File: config.mk
export PLATFORM = sky130hd
export DESIGN_NAME = adder_link_client
export DESIGN_NICKNAME = d
export VERILOG_FILES = /design/src/rtl/adder_link_client.sv
export SDC_FILE = /design/constraint.sdc
export NUM_CORES = 1
export LEC_CHECK = 0
export ABC_AREA = 1
export BUFFER_PORTS_ARGS = -buffer_cell sky130_fd_sc_hd__buf_2
export CAP_MARGIN = 20
export CORE_UTILIZATION = 30
export CTS_CLUSTER_DIAMETER = 50
export CTS_CLUSTER_SIZE = 8
export DETAILED_ROUTE_END_ITERATION = 12
export PLACE_DENSITY = 0.45
export SYNTH_ARGS = -nofsm -noshare
export SYNTH_HDL_FRONTEND = slang
export SYNTH_SLANG_ARGS = --single-unit
File: constraint.sdc
create_clock -name clk -period 2.4 [get_ports clk]
set_clock_uncertainty 0.15 [all_clocks]
set_input_delay 0.24 -clock clk [delete_from_list [all_inputs] [get_ports clk]]
set_output_delay 0.24 -clock clk [all_outputs]
set_load 0.1 [all_outputs]
File: src/rtl/adder_link_client.sv
// adder_link_client: host-side initiator for the UART decimal-adder service.
// Sends "<00>aaa-bbb<LF>" as ASCII digits, then parses the "SUM:ddd ... COUT:d<LF>" report.
module adder_link_client #(
  parameter int                 TO_BITS = 24,
  parameter logic [TO_BITS-1:0] TIMEOUT = 24'd10_000_000
) (
  input  logic       clk,
  input  logic       reset,
  input  logic       start,
  input  logic [7:0] operand_a,
  input  logic [7:0] operand_b,
  output logic       ready,
  output logic       tx_start,
  output logic [7:0] tx_data,
  input  logic       tx_done,
  input  logic       rx_done,
  input  logic [7:0] rx_data,
  output logic [9:0] result_sum,
  output logic       result_cout,
  output logic       result_valid,
  output logic [1:0] result_err
);

  localparam logic [3:0] ST_IDLE      = 4'd0;
  localparam logic [3:0] ST_LOAD      = 4'd1;
  localparam logic [3:0] ST_SEND      = 4'd2;
  localparam logic [3:0] ST_WAIT_TX   = 4'd3;
  localparam logic [3:0] ST_HUNT_SUM  = 4'd4;
  localparam logic [3:0] ST_SUM_DIG   = 4'd5;
  localparam logic [3:0] ST_HUNT_COUT = 4'd6;
  localparam logic [3:0] ST_COUT_DIG  = 4'd7;
  localparam logic [3:0] ST_EOL       = 4'd8;
  localparam logic [3:0] ST_DONE      = 4'd9;
  localparam logic [3:0] ST_FAIL      = 4'd10;

  localparam logic [1:0] ERR_OK      = 2'b00;
  localparam logic [1:0] ERR_FORMAT  = 2'b01;
  localparam logic [1:0] ERR_TIMEOUT = 2'b10;

  localparam logic [TO_BITS-1:0] TO_ZERO = {TO_BITS{1'b0}};
  localparam logic [TO_BITS-1:0] TO_ONE  = {{(TO_BITS-1){1'b0}}, 1'b1};
  localparam logic [TO_BITS-1:0] TO_LAST = TIMEOUT - TO_ONE;

  function automatic logic [3:0] hundreds(input logic [7:0] v);
    return 4'(v / 8'd100);
  endfunction

  function automatic logic [3:0] tens(input logic [7:0] v);
    return 4'((v % 8'd100) / 8'd10);
  endfunction

  function automatic logic [3:0] units(input logic [7:0] v);
    return 4'(v % 8'd10);
  endfunction

  function automatic logic [7:0] ascii_digit(input logic [3:0] d);
    return {4'h3, d};
  endfunction

  function automatic logic is_digit(input logic [7:0] b);
    return (b >= 8'h30) && (b <= 8'h39);
  endfunction

  function automatic logic [7:0] sum_kw(input logic [2:0] i);
    logic [7:0] c;
    case (i)
      3'd0:    c = 8'h53;
      3'd1:    c = 8'h55;
      3'd2:    c = 8'h4D;
      3'd3:    c = 8'h3A;
      default: c = 8'h00;
    endcase
    return c;
  endfunction

  function automatic logic [7:0] cout_kw(input logic [2:0] i);
    logic [7:0] c;
    case (i)
      3'd0:    c = 8'h43;
      3'd1:    c = 8'h4F;
      3'd2:    c = 8'h55;
      3'd3:    c = 8'h54;
      3'd4:    c = 8'h3A;
      default: c = 8'h00;
    endcase
    return c;
  endfunction

  logic [3:0]         state_r, state_nxt_s;
  logic [7:0]         opa_r, opb_r;
  logic [3:0]         ah_r, at_r, au_r, bh_r, bt_r, bu_r;
  logic [3:0]         idx_r, idx_nxt_s;
  logic               gap_r, gap_nxt_s;
  logic [2:0]         match_r, match_nxt_s;
  logic [1:0]         dcnt_r, dcnt_nxt_s;
  logic [9:0]         sum_r, sum_nxt_s, sum_x10_s;
  logic               cout_r, cout_nxt_s;
  logic [1:0]         err_r, err_nxt_s;
  logic [TO_BITS-1:0] to_cnt_r, to_nxt_s;
  logic [7:0]         frame_byte_s;
  logic               ready_r, tx_start_r, valid_r;
  logic [7:0]         tx_data_r;

  assign ready        = ready_r;
  assign tx_start     = tx_start_r;
  assign tx_data      = tx_data_r;
  assign result_sum   = sum_r;
  assign result_cout  = cout_r;
  assign result_valid = valid_r;
  assign result_err   = err_r;

  assign sum_x10_s = sum_r * 10'd10;

  // Request-frame byte for the index the next SEND will transmit.
  always_comb begin
    frame_byte_s = 8'h00;
    case (idx_nxt_s)
      4'd0:    frame_byte_s = 8'h00;
      4'd1:    frame_byte_s = ascii_digit(ah_r);
      4'd2:    frame_byte_s = ascii_digit(at_r);
      4'd3:    frame_byte_s = ascii_digit(au_r);
      4'd4:    frame_byte_s = 8'h2D;
      4'd5:    frame_byte_s = ascii_digit(bh_r);
      4'd6:    frame_byte_s = ascii_digit(bt_r);
      4'd7:    frame_byte_s = ascii_digit(bu_r);
      4'd8:    frame_byte_s = 8'h0A;
      default: frame_byte_s = 8'h00;
    endcase
  end

  // Next-state and datapath updates for the request/response sequence.
  always_comb begin
    state_nxt_s = state_r;
    idx_nxt_s   = idx_r;
    gap_nxt_s   = 1'b0;
    match_nxt_s = match_r;
    dcnt_nxt_s  = dcnt_r;
    sum_nxt_s   = sum_r;
    cout_nxt_s  = cout_r;
    err_nxt_s   = err_r;
    to_nxt_s    = to_cnt_r;
    case (state_r)
      ST_IDLE: begin
        if (start) state_nxt_s = ST_LOAD;
        else       state_nxt_s = ST_IDLE;
      end
      ST_LOAD: begin
        idx_nxt_s   = 4'd0;
        sum_nxt_s   = 10'd0;
        cout_nxt_s  = 1'b0;
        err_nxt_s   = ERR_OK;
        state_nxt_s = ST_SEND;
      end
      ST_SEND: state_nxt_s = ST_WAIT_TX;
      ST_WAIT_TX: begin
        // One idle cycle after tx_done lets the Transmitter settle before the next strobe.
        if (gap_r) begin
          state_nxt_s = ST_SEND;
        end else if (tx_done) begin
          idx_nxt_s = idx_r + 4'd1;
          if (idx_r < 4'd8) begin
            gap_nxt_s = 1'b1;
          end else begin
            state_nxt_s = ST_HUNT_SUM;
            match_nxt_s = 3'd0;
            to_nxt_s    = TO_ZERO;
          end
        end else begin
          state_nxt_s = ST_WAIT_TX;
        end
      end
      ST_HUNT_SUM, ST_SUM_DIG, ST_HUNT_COUT, ST_COUT_DIG, ST_EOL: begin
        if (rx_done) begin
          to_nxt_s = TO_ZERO;
          case (state_r)
            ST_HUNT_SUM: begin
              if (rx_data == sum_kw(match_r)) begin
                if (match_r == 3'd3) begin
                  state_nxt_s = ST_SUM_DIG;
                  dcnt_nxt_s  = 2'd0;
                  match_nxt_s = 3'd0;
                end else begin
                  match_nxt_s = match_r + 3'd1;
                end
              end else if (rx_data == 8'h53) begin
                match_nxt_s = 3'd1;
              end else begin
                match_nxt_s = 3'd0;
              end
            end
            ST_SUM_DIG: begin
              if (is_digit(rx_data)) begin
                sum_nxt_s = sum_x10_s + {6'd0, rx_data[3:0]};
                if (dcnt_r == 2'd2) begin
                  state_nxt_s = ST_HUNT_COUT;
                  match_nxt_s = 3'd0;
                end else begin
                  dcnt_nxt_s = dcnt_r + 2'd1;
                end
              end else begin
                err_nxt_s   = ERR_FORMAT;
                state_nxt_s = ST_FAIL;
              end
            end
            ST_HUNT_COUT: begin
              if (rx_data == cout_kw(match_r)) begin
                if (match_r == 3'd4) begin
                  state_nxt_s = ST_COUT_DIG;
                  match_nxt_s = 3'd0;
                end else begin
                  match_nxt_s = match_r + 3'd1;
                end
              end else if (rx_data == 8'h43) begin
                match_nxt_s = 3'd1;
              end else begin
                match_nxt_s = 3'd0;
              end
            end
            ST_COUT_DIG: begin
              case (rx_data)
                8'h30: begin
                  cout_nxt_s  = 1'b0;
                  state_nxt_s = ST_EOL;
                end
                8'h31: begin
                  cout_nxt_s  = 1'b1;
                  state_nxt_s = ST_EOL;
                end
                default: begin
                  err_nxt_s   = ERR_FORMAT;
                  state_nxt_s = ST_FAIL;
                end
              endcase
            end
            default: begin
              if (rx_data == 8'h0A) begin
                err_nxt_s   = ERR_OK;
                state_nxt_s = ST_DONE;
              end else begin
                state_nxt_s = ST_EOL;
              end
            end
          endcase
        end else if (to_cnt_r == TO_LAST) begin
          to_nxt_s    = to_cnt_r + TO_ONE;
          err_nxt_s   = ERR_TIMEOUT;
          state_nxt_s = ST_FAIL;
        end else begin
          to_nxt_s = to_cnt_r + TO_ONE;
        end
      end
      ST_DONE: state_nxt_s = ST_IDLE;
      ST_FAIL: state_nxt_s = ST_IDLE;
      default: state_nxt_s = ST_IDLE;
    endcase
  end

  // State, operand/digit latches, parse state and registered outputs.
  always_ff @(posedge clk or negedge reset) begin
    if (!reset) begin
      state_r    <= ST_IDLE;
      opa_r      <= 8'd0;
      opb_r      <= 8'd0;
      ah_r       <= 4'd0;
      at_r       <= 4'd0;
      au_r       <= 4'd0;
      bh_r       <= 4'd0;
      bt_r       <= 4'd0;
      bu_r       <= 4'd0;
      idx_r      <= 4'd0;
      gap_r      <= 1'b0;
      match_r    <= 3'd0;
      dcnt_r     <= 2'd0;
      sum_r      <= 10'd0;
      cout_r     <= 1'b0;
      err_r      <= ERR_OK;
      to_cnt_r   <= TO_ZERO;
      ready_r    <= 1'b1;
      tx_start_r <= 1'b0;
      tx_data_r  <= 8'h00;
      valid_r    <= 1'b0;
    end else begin
      state_r  <= state_nxt_s;
      idx_r    <= idx_nxt_s;
      gap_r    <= gap_nxt_s;
      match_r  <= match_nxt_s;
      dcnt_r   <= dcnt_nxt_s;
      sum_r    <= sum_nxt_s;
      cout_r   <= cout_nxt_s;
      err_r    <= err_nxt_s;
      to_cnt_r <= to_nxt_s;
      if ((state_r == ST_IDLE) && start) begin
        opa_r <= operand_a;
        opb_r <= operand_b;
      end
      if (state_r == ST_LOAD) begin
        ah_r <= hundreds(opa_r);
        at_r <= tens(opa_r);
        au_r <= units(opa_r);
        bh_r <= hundreds(opb_r);
        bt_r <= tens(opb_r);
        bu_r <= units(opb_r);
      end
      ready_r    <= (state_nxt_s == ST_IDLE);
      tx_start_r <= (state_nxt_s == ST_SEND);
      if (state_nxt_s == ST_SEND) begin
        tx_data_r <= frame_byte_s;
      end
      valid_r <= (state_nxt_s == ST_DONE) || (state_nxt_s == ST_FAIL);
    end
  end

endmodule

==> flow_summary.yaml, run 1 <==
sta:
  fmax_mhz: 392
  rsz0062_at_grt: "true"
  min_period_over_period_pct: 106
  fin_ws_ps: -151
  hold_viol_final: 0
  tns_ps: -1150
  whs_ps: 98.0
  slew_headroom_pct: 52.8
  tightest_slew_ps: 705
  finalSetupViolCount: 13
  period_needed_ps: 2550
  finalMaxSlewViolations: 0
logic_synthesis:
  syn_inst: 995
  ys_types: 59
  yosysSeqAreaShare_pct: 34.5
  synthArstFlopShare_pct: 100
  ys.flop_type: "dfrtp_1"
  synth_edf_count: 0
  ys_ff_latch: 96
  syn_area_mm2: 0.00698
  yosysWarnings: 0
  syn_area_per_cell_um2: 7.01
job:
  drv_cap: 0
grt:
  grt_use_met3_pct: 2.86
  grtUsageTotal_pct: 16.8
  grt_pass1_vias: 6977
  grtUsageMet1_pct: 21.6
  grt_overflow: 0
  grt_max_degree: 41
  grt_pass1_wl_mm: 32.7
  grt_busiest_layer: "met2"
  antenna_found_initial: 0
  use_met2_pct: 29.2
power_and_ir_drop:
  p_per_area_mw_per_mm2: 1380
  ir_worst_vdd_uv: 932
  power.share.sequential_pct: 17.5
  combPwrFrac_pct: 72.0
  power.switching_mw: 6.97
  clkPwrFrac_pct: 10.5
  swShare_pct: 47.6
  cell_internal_pwr_mw: 7.67
  power.total_mw: 14.6
  leakage_nw: 5.19
critical_path:
  worstSetupStartpointType: "flop"
  ff2ff_path_depth: 16
  cp_slowest_cell: "dfrtp_1"
  crit_fanout: 4
  endpoint: "tx_data[2]$_DFFE_PN0P_"
  crit_arrival_ps: 2700
  r2r-start: "match_r[0]$_DFFE_PN0P_"
  slowest_delay_ps: 420
  critPathKind: "reg2reg"
  cpMostUsedCell: "buf_6"
  critPathLaunch: "match_r[0]$_DFFE_PN0P_"
  crit_path_cell_trace: "buf_6 > ha_4 > nand2_4 > buf_6 > nand2_4 > xor2_1 > nor4_2 > nand2_1 > nor3_2 > o21ai_2 > o21ai_2 > nand2_2 > buf_6 > nand3_4 > nand2_2 > nand2_1"
  end_kind: "flop"
  rrSetupSlack_ps: -150
  crit_required_ps: 2550
  reg2reg_to: "tx_data[2]$_DFFE_PN0P_"
clock_network:
  cts_buffer_depth: 2
  htree_levels: 3
  insertion_delay_ps: 360
  cts_tree: "done"
  cts_root_buffer: "clkbuf_16"
  cts_sinks: 96
  clk_pin_slew_ps: 70
  cts_buffers: 9
floorplan:
  die_h_um: 154
  die_w_um: 154
  design.die.area_mm2: 0.0239
  row_count: 55
  initial_core_util_pct: 30.7
  pin_count: 53
  core_area_mm2: 0.0227
finish:
  syn_to_final_growth_pct: 52.3
  finalNetCount: 1314
  multiInputGateArea_mm2: 0.00494
  stdcell_count: 1548
  seq_area_mm2: 0.00243
  drive_gt1_share_pct: 42.3
  num-fill-cells: 2272
  utilization_pct: 46.8
  antenna_cells: 0
detailed_routing:
  drt_iter0_drc: 262
  route.detailed.drc: 0
  postRouteWirelength_mm: 19.8
  drtAntennaViolNets: 0
  vias_per_cell: 4.67
  wl_per_cell_um: 12.8
  vias: 7234
  firstDrtPassIters: 5
placement:
  dp.cells: 1462
  gp_congestion: 0.822
  port_buffers: 50
  dpl.hpwl_mm: 14.4
status:
  violations: "negative setup slack"
  status: "finished, violations left"
min_path:
  hold_class: "in2reg"
## per-layer routing
| layer | vias up | wire length (um) |
|---|---|---|
| met5 | - | 0 |
| met4 | 0 | 257 |
| met3 | 19 | 434 |
| met2 | 83 | 9860 |
| met1 | 3330 | 9230 |
| li1 | 3802 | - |
## placed cells by master (no fill, tap or decap), types with 5 or more instances in the layout
cell,count
buf_4,173
nand2_1,171
inv_1,111
nor2_1,88
dfrtp_1,85
nand2_2,70
nand3_1,56
buf_2,49
a21oi_1,39
o21ai_0,36
inv_2,31
nand2_4,29
buf_6,23
nand3_2,18
dlygate4sd3_1,17
nand4_1,16
xor2_1,16
nor3_1,13
nor2_2,12
ha_1,12
nand3_4,11
ha_4,11
o21ai_1,10
o21ai_2,10
inv_4,10
clkbuf_16,9
nor2_4,7
a31oi_1,7
nor3_2,6
a32o_1,6
dfrtp_4,6
nor4_1,5
xor2_2,5
o211ai_1,5
## worst max-delay path: cells and delay by family (launching register included)
kind	cells	cell delay [ps]
AOI/OAI and AO/OA	2	160
buffers and inverters	3	380
DFF	1	420
and+or+nand+nor	9	1060
xor gates and xnor gates	1	160
adders and majority gates	1	170
## registers in the layout, indices dropped and copies added, names as in the netlist, 4 cells and up
signal,count
opb_r,8
bu_r,4
au_r,4
result_sum,10
opa_r,8
tx_data,6
at_r,4
idx_r,4
bt_r,4
state_r,4
to_cnt_r,24
## worst min path at each step
stage | slack, ps | startpoint | end | depth (start not counted)
after global placement | 70 | reset | result_sum[5]$_DFFE_PN0P_ | 1
after CTS | 90 | rx_data[0] | result_cout$_DFFE_PN0P_ | 3
after floorplan | -210 | reset | ah_r[0]$_DFFE_PN0P_ | 0
after detailed placement | 60 | reset | result_sum[5]$_DFFE_PN0P_ | 1
final | 100 | rx_data[0] | result_cout$_DFFE_PN0P_ | 3
after global routing | 120 | rx_data[1] | result_sum[1]$_DFFE_PN0P_ | 3
## power groups by stage
stage | combinational, mW | clock, mW | sequential (mW)
floorplan | 4.99 | 0 | 2.76
CTS | 8.64 | 1.60 | 2.53
finish | 10.5 | 1.54 | 2.56
detailed placement | 7.84 | 0 | 2.54
global placement | 7.82 | 0 | 2.54
global route | 11.7 | 1.65 | 2.63
## final cells by class
class	count	share of cell area (%)
Multi-Input combinational cell	735	46.5
Sequential cell	96	22.9
Timing Repair Buffer	263	18.8
Inverter	153	5.64
Tap cell	285	3.36
Clock buffer	12	2.41
Clock inverter	4	0.483
## timing repair
item	CTS	global route
setup buffers	34	26
resized for setup	102	192
setup endpoints to repair	44	44
hold endpoints to repair	41	0
pin swaps	59	104
cloned	1	0
hold buffers	17	0
## cells in the mapped netlist, types with 2 or more instances
| library cell | instances | area share, % |
|---|---|---|
| nor4_1 | 7 | 0.63 |
| buf_2 | 2 | 0.14 |
| nand2_1 | 248 | 13 |
| xnor2_1 | 5 | 0.63 |
| o21ai_1 | 6 | 0.43 |
| a211oi_1 | 5 | 0.54 |
| a31oi_1 | 7 | 0.63 |
| o211ai_1 | 5 | 0.54 |
| fa_1 | 2 | 0.57 |
| a22o_1 | 4 | 0.50 |
| ha_1 | 25 | 4.5 |
| o21ai_0 | 50 | 3.6 |
| o21ai_2 | 3 | 0.38 |
| and2_1 | 2 | 0.18 |
| nand3_2 | 8 | 1.1 |
| nor3_1 | 20 | 1.4 |
| o2111ai_1 | 2 | 0.25 |
| or2_2 | 6 | 0.54 |
| nand4_1 | 16 | 1.4 |
| nand3b_1 | 2 | 0.22 |
| dfrtp_1 | 95 | 34 |
| o22ai_1 | 4 | 0.36 |
| nand3_1 | 76 | 5.5 |
| inv_2 | 19 | 1.0 |
| clkbuf_1 | 6 | 0.32 |
| o32ai_1 | 2 | 0.25 |
| buf_4 | 3 | 0.32 |
| nor2_2 | 4 | 0.36 |
| nor3b_1 | 2 | 0.22 |
| nand2_4 | 4 | 0.65 |
| nor2_1 | 103 | 5.5 |
| o41ai_1 | 4 | 0.50 |
| o31ai_1 | 5 | 0.54 |
| inv_1 | 133 | 7.2 |
| nand2_2 | 19 | 1.7 |
| a32o_1 | 6 | 0.86 |
| a21oi_1 | 44 | 3.2 |
| xor2_1 | 20 | 2.5 |
## cell families (layout without fill, tap and decap cells)
logic type | after synthesis | count (layout) | share of synthesized area, %
mux | 1 | 1 | 0.144
compound gates | 159 | 159 | 14.4
xor+xnor | 26 | 26 | 3.37
simple gates | 519 | 520 | 33.1
flops | 96 | 96 | 34.5
buf+inv | 166 | 432 | 9.38
fa+ha+maj | 27 | 27 | 5.06
other cells | 1 | 2 | 0.0538
## metrics by stage
step	cell area [um^2]	worst slack (ps)
final	10600	-151
after detailed placement	8690	-291
after global routing	10600	-285
after CTS	9770	-187
after floorplan	7060	-323
after global placement	8690	-229
Note: power is estimated with default switching activity, not from simulation.
==> inputs of run 2 (changes only) <==
Settings changed: CORE_UTILIZATION 30 to 55, PLACE_DENSITY 0.45 to 0.75.
==> flow_summary.yaml, run 2 (synthesis gave the netlist of run 1 again) <==
status:
  status: "finished, violations left"
  violations: "negative setup slack"
detailed_routing:
  drtAntennaViolNets: 0
  postRouteWirelength_mm: 25.4
  route.detailed.drc: 0
  vias: 8260
  drt_iter0_drc: 847
  vias_per_cell: 5.93
  wl_per_cell_um: 18.2
  firstDrtPassIters: 5
grt:
  grt_pass1_vias: 7146
  grt_overflow: 0
  antenna_found_initial: 0
  grtUsageTotal_pct: 30.1
  grt_max_degree: 47
  grt_pass1_wl_mm: 31.5
power_and_ir_drop:
  ir_worst_vdd_uv: 1570
  power.total_mw: 16.1
  leakage_nw: 4.99
  p_per_area_mw_per_mm2: 1580
placement:
  gp_congestion: 0.906
  dp.cells: 1306
  port_buffers: 50
  dpl.hpwl_mm: 12.9
finish:
  largest_reg_flops: 24
  finalNetCount: 1276
  layout_commonest_cell: "nand2_1"
  stdcell_count: 1393
  antenna_cells: 0
  drive_gt1_share_pct: 40.1
  layout_common_cells: "nand2_1, buf_4, inv_1, nor2_1, dfrtp_1"
  syn_to_final_growth_pct: 45.8
  top_register: "to_cnt_r"
critical_path:
  worstSetupStartpointType: "flop"
  rrSetupSlack_ps: -500
  crit_required_ps: 2490
  crit_fanout: 4
  crit_arrival_ps: 2990
  end_kind: "flop"
  critPathKind: "reg2reg"
floorplan:
  die_w_um: 115
  row_count: 40
  design.die.area_mm2: 0.0131
  die_h_um: 115
  pin_count: 53
  initial_core_util_pct: 57.4
  core_area_mm2: 0.0122
job:
  drv_cap: 0
sta:
  fin_ws_ps: -502
  slew_headroom_pct: 61.0
  period_needed_ps: 2900
  finalMaxSlewViolations: 0
  hold_viol_final: 0
  finalSetupViolCount: 29
  tightest_slew_ps: 583
  rsz0062_at_grt: "true"
  min_period_over_period_pct: 121
  fmax_mhz: 345
clock_network:
  cts_buffer_depth: 2
  clk_pin_slew_ps: 70
  cts_sinks: 96
  cts_buffers: 9
  htree_levels: 3
  insertion_delay_ps: 360
  cts_root_buffer: "clkbuf_16"
  cts_tree: "done"
min_path:
  hold_class: "in2reg"
==> run 2: cell types whose count changed in the layout (fill, tap and decap cells not counted), moves of 3 or more <==
cell     before  now
dfrtp_2       4    8
nand3_2      18   15
ha_4         11   14
xor2_2        5    1
o21ai_0      36   31
buf_4       173  138
xor2_1       16   19
o21ai_1      10   16
dfrtp_1      85   81
nor3_2        6    9
nand3_4      11   14
==> run 2: layout make-up <==
type,instances,area [um^2]
multi-input combinational,735,4930
sequential,96,2440
fill,697,1990
timing repair buffer,225,1700
inverter,153,597
clock buffer,13,270
tap,168,210
clock inverter,3,23.8
==> run 2: repair_timing <==
action                     CTS  global route
setup buffers               26            31
hold endpoints to repair    49             0
gates resized for setup     90           199
setup endpoints to repair   24            47
hold buffers                16             0
pin swaps                   48            97
cloned                       1             0
==> run 2: metrics by stage <==
stage	setup TNS, ps	setup slack (ps)	utilization [%]	hold slack (ps)	cell area [um^2]
final	-6020	-502	83.6	45.3	10200
after global routing	-8740	-689	83.6	63.4	10200
after CTS	-1210	-196	75.9	1.35	9230
after detailed placement	-2860	-323	67.8	90.5	8250
after global placement	-1690	-201	67.8	91.9	8250
after floorplan	-375	-323	-	-206	7060
==> run 2: path summary, 6_finish.rpt <==
path / from / to / cells after the start
setup reg to reg: opa_r[6]$_DFFE_PN0P_ / au_r[3]$_DFFE_PN0P_ / 21
hold / removal: operand_a[7] / opa_r[7]$_DFFE_PN0P_ / 3
setup / recovery: opa_r[6]$_DFFE_PN0P_ / au_r[3]$_DFFE_PN0P_ / 21
max in group asynchronous: reset / ready$_DFF_PN1_ / 3
min in group asynchronous: reset / au_r[0]$_DFFE_PN0P_ / 2
hold reg to reg: tx_data[4]$_DFFE_PN0P_ / tx_data[4]$_DFFE_PN0P_ / 2
==> run 2: metal layers <==
layer,vias up,global-route usage (%),wire length (um)
li1,3716,-,-
met1,3856,36.1,9300
met2,521,53.8,12400
met3,167,3.81,1920
met4,0,13.8,1730
met5,-,0,0
==> run 2: worst max-delay path: stages, from the launching register on <==
cell and delay (ps):
dfrtp_1 440, buf_4 160, nor2_1 200, inv_1 170, nand2_4 120, nand2_4 50
nand2_4 100, nand2_4 70, buf_4 140, inv_1 90, nand2_1 60, o21ai_1 100
inv_2 80, nand2_2 90, nand2_2 50, nand2_2 100, ha_4 150, inv_1 50
nand2_1 80, nand2_1 120, nand3_2 140, nand2_1 70
==> run 2: power by group <==
group          internal [mW]  total (mW)  switching, mW
clock                  0.795        1.49          0.691
combinational           4.62        11.9           7.31
sequential              2.14        2.65          0.510
